<file path="config.mk">
export PLATFORM = sky130hd
export DESIGN_NAME = wb_arbiter
export DESIGN_NICKNAME = d
export VERILOG_FILES = /design/src/rtl/wb_arbiter.sv
export SDC_FILE = /design/constraint.sdc
export NUM_CORES = 1
export LEC_CHECK = 0
export CORE_ASPECT_RATIO = 1.1
export CORE_MARGIN = 2
export CORE_UTILIZATION = 27
export CTS_BUF_LIST = sky130_fd_sc_hd__clkbuf_8 sky130_fd_sc_hd__clkbuf_16
export CTS_CLUSTER_SIZE = 25
export DETAILED_ROUTE_END_ITERATION = 10
export HOLD_SLACK_MARGIN = 0.1
export PLACE_DENSITY = 0.6
export SLEW_MARGIN = 40
export SYNTH_ARGS = -nofsm -noshare
export SYNTH_HDL_FRONTEND = slang
export SYNTH_SLANG_ARGS = --single-unit
</file>
<file path="constraint.sdc">
create_clock -name clk -period 2.3 [get_ports clk]
set_clock_uncertainty 0.15 [all_clocks]
set_input_delay 0.69 -clock clk [delete_from_list [all_inputs] [get_ports clk]]
set_output_delay 0.69 -clock clk [all_outputs]
set_load 0.01 [all_outputs]
</file>
<file path="src/rtl/wb_arbiter.sv">
// Register-file writeback arbiter.
// Merges the in-order pipeline writeback with results from a long-latency
// unit. Long-latency results wait in a small FIFO. The pipeline always wins
// the write port. The FIFO head drains when the port is free, or is dropped
// when it is dead: it targets register 0, or a same-edge pipeline write to
// the same register supersedes it.
module wb_arbiter #(
    parameter int W     = 32,
    parameter int A     = 5,
    parameter int DEPTH = 2
) (
    input  logic         clk,
    input  logic         rst,
    input  logic         pipe_valid,
    input  logic [A-1:0] pipe_reg,
    input  logic [W-1:0] pipe_data,
    input  logic         mdu_valid,
    output logic         mdu_ready,
    input  logic [A-1:0] mdu_reg,
    input  logic [W-1:0] mdu_data,
    input  logic [A-1:0] chk_reg,
    output logic         chk_hit,
    output logic         w,
    output logic [A-1:0] W_Reg,
    output logic [W-1:0] W_Data,
    output logic         pending
);

    localparam int PW = $clog2(DEPTH);
    localparam int CW = PW + 1;
    localparam logic [CW-1:0] DEPTH_C = CW'(DEPTH);

    // FIFO storage and bookkeeping
    logic [A-1:0]  reg_mem_q  [DEPTH];
    logic [W-1:0]  data_mem_q [DEPTH];
    logic [PW-1:0] rd_ptr_q, rd_ptr_d;
    logic [PW-1:0] wr_ptr_q, wr_ptr_d;
    logic [CW-1:0] count_q, count_d;

    // Registered write port
    logic          w_q, w_d;
    logic [A-1:0]  wreg_q, wreg_d;
    logic [W-1:0]  wdata_q, wdata_d;

    // Per-edge decisions
    logic          pipe_sel_s;
    logic          head_valid_s;
    logic [A-1:0]  head_reg_s;
    logic [W-1:0]  head_data_s;
    logic          push_s;
    logic          pop_s;
    logic          head_wr_s;
    logic          ready_s;
    logic          hit_s;
    logic [PW-1:0] chk_idx_s;

    // Acceptance depends only on the registered count, so a full buffer
    // never accepts in the same cycle that its head pops.
    assign ready_s   = (count_q < DEPTH_C);
    assign mdu_ready = ready_s;
    assign pending   = (count_q != {CW{1'b0}});
    assign w         = w_q;
    assign W_Reg     = wreg_q;
    assign W_Data    = wdata_q;
    assign chk_hit   = hit_s;

    // Arbitration: choose the writer, decide pop/push, compute next state
    always_comb begin
        pipe_sel_s   = pipe_valid && (pipe_reg != {A{1'b0}});
        head_valid_s = (count_q != {CW{1'b0}});
        head_reg_s   = reg_mem_q[rd_ptr_q];
        head_data_s  = data_mem_q[rd_ptr_q];
        push_s       = mdu_valid && ready_s;
        pop_s        = 1'b0;
        head_wr_s    = 1'b0;

        if (head_valid_s) begin
            if (head_reg_s == {A{1'b0}}) begin
                // Result for register 0 is discarded without a write
                pop_s = 1'b1;
            end else if (!pipe_sel_s) begin
                pop_s     = 1'b1;
                head_wr_s = 1'b1;
            end else if (head_reg_s == pipe_reg) begin
                // Same-edge pipeline write to the same register is younger
                pop_s = 1'b1;
            end else begin
                pop_s = 1'b0;
            end
        end else begin
            pop_s = 1'b0;
        end

        if (pipe_sel_s) begin
            w_d     = 1'b1;
            wreg_d  = pipe_reg;
            wdata_d = pipe_data;
        end else if (head_wr_s) begin
            w_d     = 1'b1;
            wreg_d  = head_reg_s;
            wdata_d = head_data_s;
        end else begin
            w_d     = 1'b0;
            wreg_d  = wreg_q;
            wdata_d = wdata_q;
        end

        case ({push_s, pop_s})
            2'b10:   count_d = count_q + {{(CW-1){1'b0}}, 1'b1};
            2'b01:   count_d = count_q - {{(CW-1){1'b0}}, 1'b1};
            default: count_d = count_q;
        endcase

        if (push_s) begin
            wr_ptr_d = wr_ptr_q + {{(PW-1){1'b0}}, 1'b1};
        end else begin
            wr_ptr_d = wr_ptr_q;
        end

        if (pop_s) begin
            rd_ptr_d = rd_ptr_q + {{(PW-1){1'b0}}, 1'b1};
        end else begin
            rd_ptr_d = rd_ptr_q;
        end
    end

    // Hazard lookup over the live entries, including a head popping this cycle
    always_comb begin
        hit_s     = 1'b0;
        chk_idx_s = rd_ptr_q;
        for (int i = 0; i < DEPTH; i++) begin
            chk_idx_s = rd_ptr_q + PW'(i);
            if ((CW'(i) < count_q) && (reg_mem_q[chk_idx_s] == chk_reg) &&
                (chk_reg != {A{1'b0}})) begin
                hit_s = 1'b1;
            end else begin
                hit_s = hit_s;
            end
        end
    end

    // Control state and registered write port
    always_ff @(posedge clk or negedge rst) begin
        if (!rst) begin
            count_q  <= {CW{1'b0}};
            rd_ptr_q <= {PW{1'b0}};
            wr_ptr_q <= {PW{1'b0}};
            w_q      <= 1'b0;
            wreg_q   <= {A{1'b0}};
            wdata_q  <= {W{1'b0}};
        end else begin
            count_q  <= count_d;
            rd_ptr_q <= rd_ptr_d;
            wr_ptr_q <= wr_ptr_d;
            w_q      <= w_d;
            wreg_q   <= wreg_d;
            wdata_q  <= wdata_d;
        end
    end

    // FIFO entry storage, written at the tail on an accepted offer
    always_ff @(posedge clk or negedge rst) begin
        if (!rst) begin
            for (int i = 0; i < DEPTH; i++) begin
                reg_mem_q[i]  <= {A{1'b0}};
                data_mem_q[i] <= {W{1'b0}};
            end
        end else if (push_s) begin
            reg_mem_q[wr_ptr_q]  <= mdu_reg;
            data_mem_q[wr_ptr_q] <= mdu_data;
        end
    end

endmodule

</file>
Word level (Yosys, flattened, before mapping)

Cells that the tools add are included.

Input bits: 83
Register bits: 116

Bitwise gates (word level): 3
Magnitude comparators: 7
Eq/ne operators: 5
Multiplexer cells: 31
$add $sub $neg: 4
Reductions and logical operators: 13

Operators with widths:

| operator                                                    | count |
|---|---|
| 2-to-1 mux 32 bit                                           | 6 |
| bitwise mux 64 bit                                          | 1 |
| 2-to-1 mux 5 bit                                            | 9 |
| demux 32 bit (select 1 bit)                                 | 1 |
| == test 5 bit                                               | 3 |
| 2-to-1 mux 1 bit                                            | 11 |
| bitwise mux 10 bit                                          | 1 |
| nonzero test 5 bit                                          | 2 |
| logical AND 1 bit                                           | 7 |
| greater-or-equal comparator 2 bit (second input constant)   | 3 |
| NOT 1 -> 2 bit                                              | 3 |
| nonzero test 2 bit                                          | 3 |
| demux 5 bit (select 1 bit)                                  | 1 |
| logical NOT 5 bit                                           | 1 |
| less-than comparator 1 x 2 -> 1 bit (first input constant)  | 2 |
| one-hot mux 2 bit (2 select lines)                          | 1 |
| adder 1 bit (second input constant)                         | 2 |
| adder 2 x 1 -> 2 bit (second input constant)                | 1 |
| == test 2 x 1 -> 1 bit (second input constant)              | 1 |
| == test 2 bit (second input constant)                       | 1 |
| less-than comparator 2 x 1 -> 1 bit (second input constant) | 1 |
| less-than comparator 2 bit (second input constant)          | 1 |
| subtractor 2 x 1 -> 2 bit (second input constant)           | 1 |

Depth between registers and ports, before layout

Depth in word-level cells: 11
Gate-level depth with buffers: 9

Least setup slack after synthesis

OpenSTA, ideal clock, no wires.

Kind: reg2out
Start point: reg rd_ptr_q
End point: out chk_hit
Stages on the path, launching flop included: 8
Arrival: 1624 ps
Required time: 1460 ps
Slack: -164 ps
Buffers on the path: 2
Path through: dfrtp_1 buf_2 buf_2 mux2i_1 xor2_1 nand4_1 nor4_1 o22a_1

Cells in the longest elaborated chain, start to end: 9

Ends and longest elaborated chain:

| item                                                                            | line     | source |
|---|---|---|
| start: declaration                                                              | 36       | `logic [PW-1:0] rd_ptr_q, rd_ptr_d;` |
| start signal: assignment                                                        | 146      | `rd_ptr_q <= {PW{1'b0}};` |
| start signal: assignment                                                        | 153      | `rd_ptr_q <= rd_ptr_d;` |
| adder 1 bit / NOT 1 -> 2 bit (equally long branches)                            | 132, 133 |  |
| NOT 1 -> 2 bit (not written as such) / 2-to-1 mux 5 bit (equally long branches) | 133      | `if ((CW'(i) < count_q) && (reg_mem_q[chk_idx_s] == chk_reg) &&` |
| 2-to-1 mux 5 bit (not written as such) (2 in series)                            | 133      |  |
| 2-to-1 mux 5 bit (not written as such) / == test 5 bit (equally long branches)  | 133      |  |
| == test 5 bit / logical AND 1 bit (equally long branches)                       | 133      |  |
| logical AND 1 bit                                                               | 133      |  |
| logical AND 1 bit / 2-to-1 mux 1 bit (equally long branches)                    | 133      |  |
| 2-to-1 mux 1 bit *                                                              | 133      |  |
| end: declaration                                                                | 22       | `output logic chk_hit,` |

Mark *: on every way between the ends. The rest lies on a longest branch, timed or not. The select of a mux whose other input is x is not followed.

Worst setup path after layout

Same ends and word-level chain as after synthesis.

==> run summary <==
Outcome -> complete, but fails checks
Failing checks -> setup timing
Post-DP HPWL -> 9.560 mm
Crit path depth -> 8
R2r worst-path depth -> 11
Top cell type by total area after synthesis -> dfrtp_1
Synthesized area -> 5331 um2
Cells after Synth -> 461
Nets -> 719
Maximum vdd drop -> 0.5479 mV
Pre-CTS WS -> -1.014 ns
Grt ovf -> 0
DR vias -> 4018
Data arrival time of the critical path -> 2.02 ns
Worst hold start -> W_Data[6]
Drt via density -> 4.510
Fin crit period -> 2.861 ns
Cell area after placement -> 7192 um2
DRC Markers -> 0
Vias in the first global route -> 4402
CTS Buf Count -> 17
Worst-Skew Late Latency -> 0.40 ns
Synth cell types -> 31
Area Growth Syn to Fin -> 51.49%
Setup CP Type -> reg2out
FP Rows -> 53
Slowest CP cell -> dfrtp_2
Root Driver -> clkbuf_16
Slowest stage delay, CP -> 0.41 ns
CTS tree -> built
Top-area cell type share of the netlist area -> 54.45%
Initial Util -> 27.72%
CP endpoint kind -> primary output
CTS H-tree depth -> 4
Post-DRT Antenna Nets -> 0
Number of synthesized flops with an enable pin -> 0
Die W -> 138.0 um
Top cells by area, synth -> dfrtp_1 54%, mux2_2 16%, mux2i_1 7.9%, nand2_1 5.4%, o21ai_0 3.8%
CP bufs+invs -> 3
Core Util, Final -> 42.00%
Final GP Congestion -> 0.8123
Slew at the pin closest to its max-slew limit -> 0.6640 ns
Clk buf depth -> 2
Synth async-reset ratio -> 100.0%
Crit path from -> rd_ptr_q
Initial antenna violation count -> 0
Most frequent CP cell -> buf_12
IO Port Bufs -> 123
Most frequent cells in the layout -> 115 x dfrtp_1, 111 x clkdlybuf4s50_1, 76 x nand2_1
Worst Hold Class -> reg2reg
Syn_nets -> 547
Die height -> 151.4 um
Final setup viols -> 1
Fmax -> 349.5 MHz
Commonest non-fill, non-tap cell in the layout -> dfrtp_1
Slew Viols, Final -> 0
Antenna Cells -> 0
Main synth FF type -> dfrtp_1
Post-synthesis sequential area ratio -> 54.45%
Pwr dens -> 1415 nW/um2
Worst endpoint required time -> 1.46 ns
DRT Pass-1 Iters -> 4
Worst Path Max Fanout -> 6
Hold_ws -> 0.3328 ns
IO Count -> 124
Syn avg cell area -> 11.56 um2
WL final -> 14.08 mm
Post-route cell area -> 8077 um2
GRT Total Usage -> 14.32%
Max-cap violations -> 0
Core area -> 19230 um2
Worst path cell trace -> buf_12 > buf_12 > mux2i_4 > xor2_1 > nand4_1 > nor3_2 > o22a_1 > buf_2
Final WS setup -> -0.5611 ns
Initial DRC Count -> 136
CP top delay family -> flip-flops
Worst slew margin -> 55.73%
DR WL/cell -> 15.80 um
Worst setup SP type -> register
RSZ-0062 raised after global routing -> yes
Synthesis-stage register bit count -> 116
Hold Fails Final Rpt -> 0
Pwr Total -> 11.43 mW
First-pass GRT wire length -> 22.60 mm
Final Cycle Share -> 124.4%
# fillers -> 1817
Lkg Pwr -> 3.448 nW
Share of cells above drive strength 1 -> 28.11%
R2R Path Start -> rd_ptr_q
Clk sinks -> 116
Die area -> 20890 um2
Clock-pin slew on the worst setup and hold paths -> 0.05 ns
Yosys warning total -> 0
Hold path cells -> 2
Pin count of the biggest net entering global routing -> 68
-- sequential cells by signal, indices dropped and copies added (netlist names) --
register,flops
W_Data,32
W_Reg,5
wr_ptr_q,1
rd_ptr_q,1
count_q,2
w,1
reg_mem_q,10
data_mem_q,64
-- routing by layer --
metal | vias up | part of all wire [%] | global-route usage, %
met4 | 0 | 0.70 | 3.827
li1 | 1954 | - | -
met2 | 83 | 52 | 25.05
met1 | 1974 | 43 | 17.48
met3 | 7 | 4.0 | 3.581
met5 | - | 0 | 0
-- worst paths after layout --
kind	endpoint	slack [ns]
hold / removal	W_Data[6]	0.33
setup reg to reg	count_q[1]	0.04
min in group asynchronous	reg_mem_q[4]	0.49
max in group asynchronous	data_mem_q[51]	0.98
setup / recovery	chk_hit	-0.56
hold reg to reg	W_Data[6]	0.33
-- worst register-to-register path: stages (launching register included) --
cell     delay (ns)
dfrtp_2        0.44
buf_12         0.15
buf_12         0.13
mux2i_2        0.25
buf_4          0.17
xnor2_1        0.13
nor3_2         0.08
a21oi_1        0.14
nor2_1         0.05
ha_1           0.31
nand2_1        0.08
o21ai_1        0.06
-- what timing repair did --
item	CTS	global route
hold buffers	1	0
pin swaps	10	8
setup endpoints to repair	43	24
buffers inserted	8	0
gates cloned	5	0
endpoints found under the hold margin	1	0
resized for setup	45	6
-- cells in the mapped netlist, drive strengths merged (2+ instances only) --
master	count
mux2i	42
or4	2
mux2	74
xnor2	10
dfrtp	116
nor2	6
nand4	2
buf	20
nor3	2
ha	3
xor2	8
clkbuf	7
inv	4
nand2	76
o21ai	76
nor4	2
-- report_power, final --
part	switching [mW]	internal (mW)	total (mW)
Clock	0.844	1.56	2.40
Sequential	0.634	3.11	3.75
Combinational	2.18	3.10	5.28
Total	3.66	7.77	11.4
-- kinds of logic (layout without fill, tap and decap cells) --
group                      count (synthesis)  after routing  share of synthesized area (%)
AOI/OAI and AO/OA                         83             83                          8.261
xor gates and xnor gates                  18             18                          2.957
adders and majority gates                  3              3                         0.7041
buffers and inverters                     31            214                          2.910
DFF                                      116            116                          54.45
muxes                                    116            116                          23.52
and+or+nand+nor                           94             94                          7.205
-- layout make-up --
cell class | count | area (um2) | share of cell area [%]
sequential | 116 | 2904 | 35.96
multi-input combinational | 314 | 2400 | 29.71
timing repair buffer | 180 | 1903 | 23.56
clock buffer | 21 | 480.5 | 5.949
tap | 247 | 309.0 | 3.826
clock inverter | 9 | 65.06 | 0.8056
inverter | 4 | 15.01 | 0.1859
-- metrics by stage --
step	setup TNS, ns	cells
detailed placement	-23.96	847
CTS	-0.6504	891
global route	-0.7802	891
global placement	-22.02	847
finish	-0.5611	891
floorplan	0	461
Power figures use the tool's default switching activity.
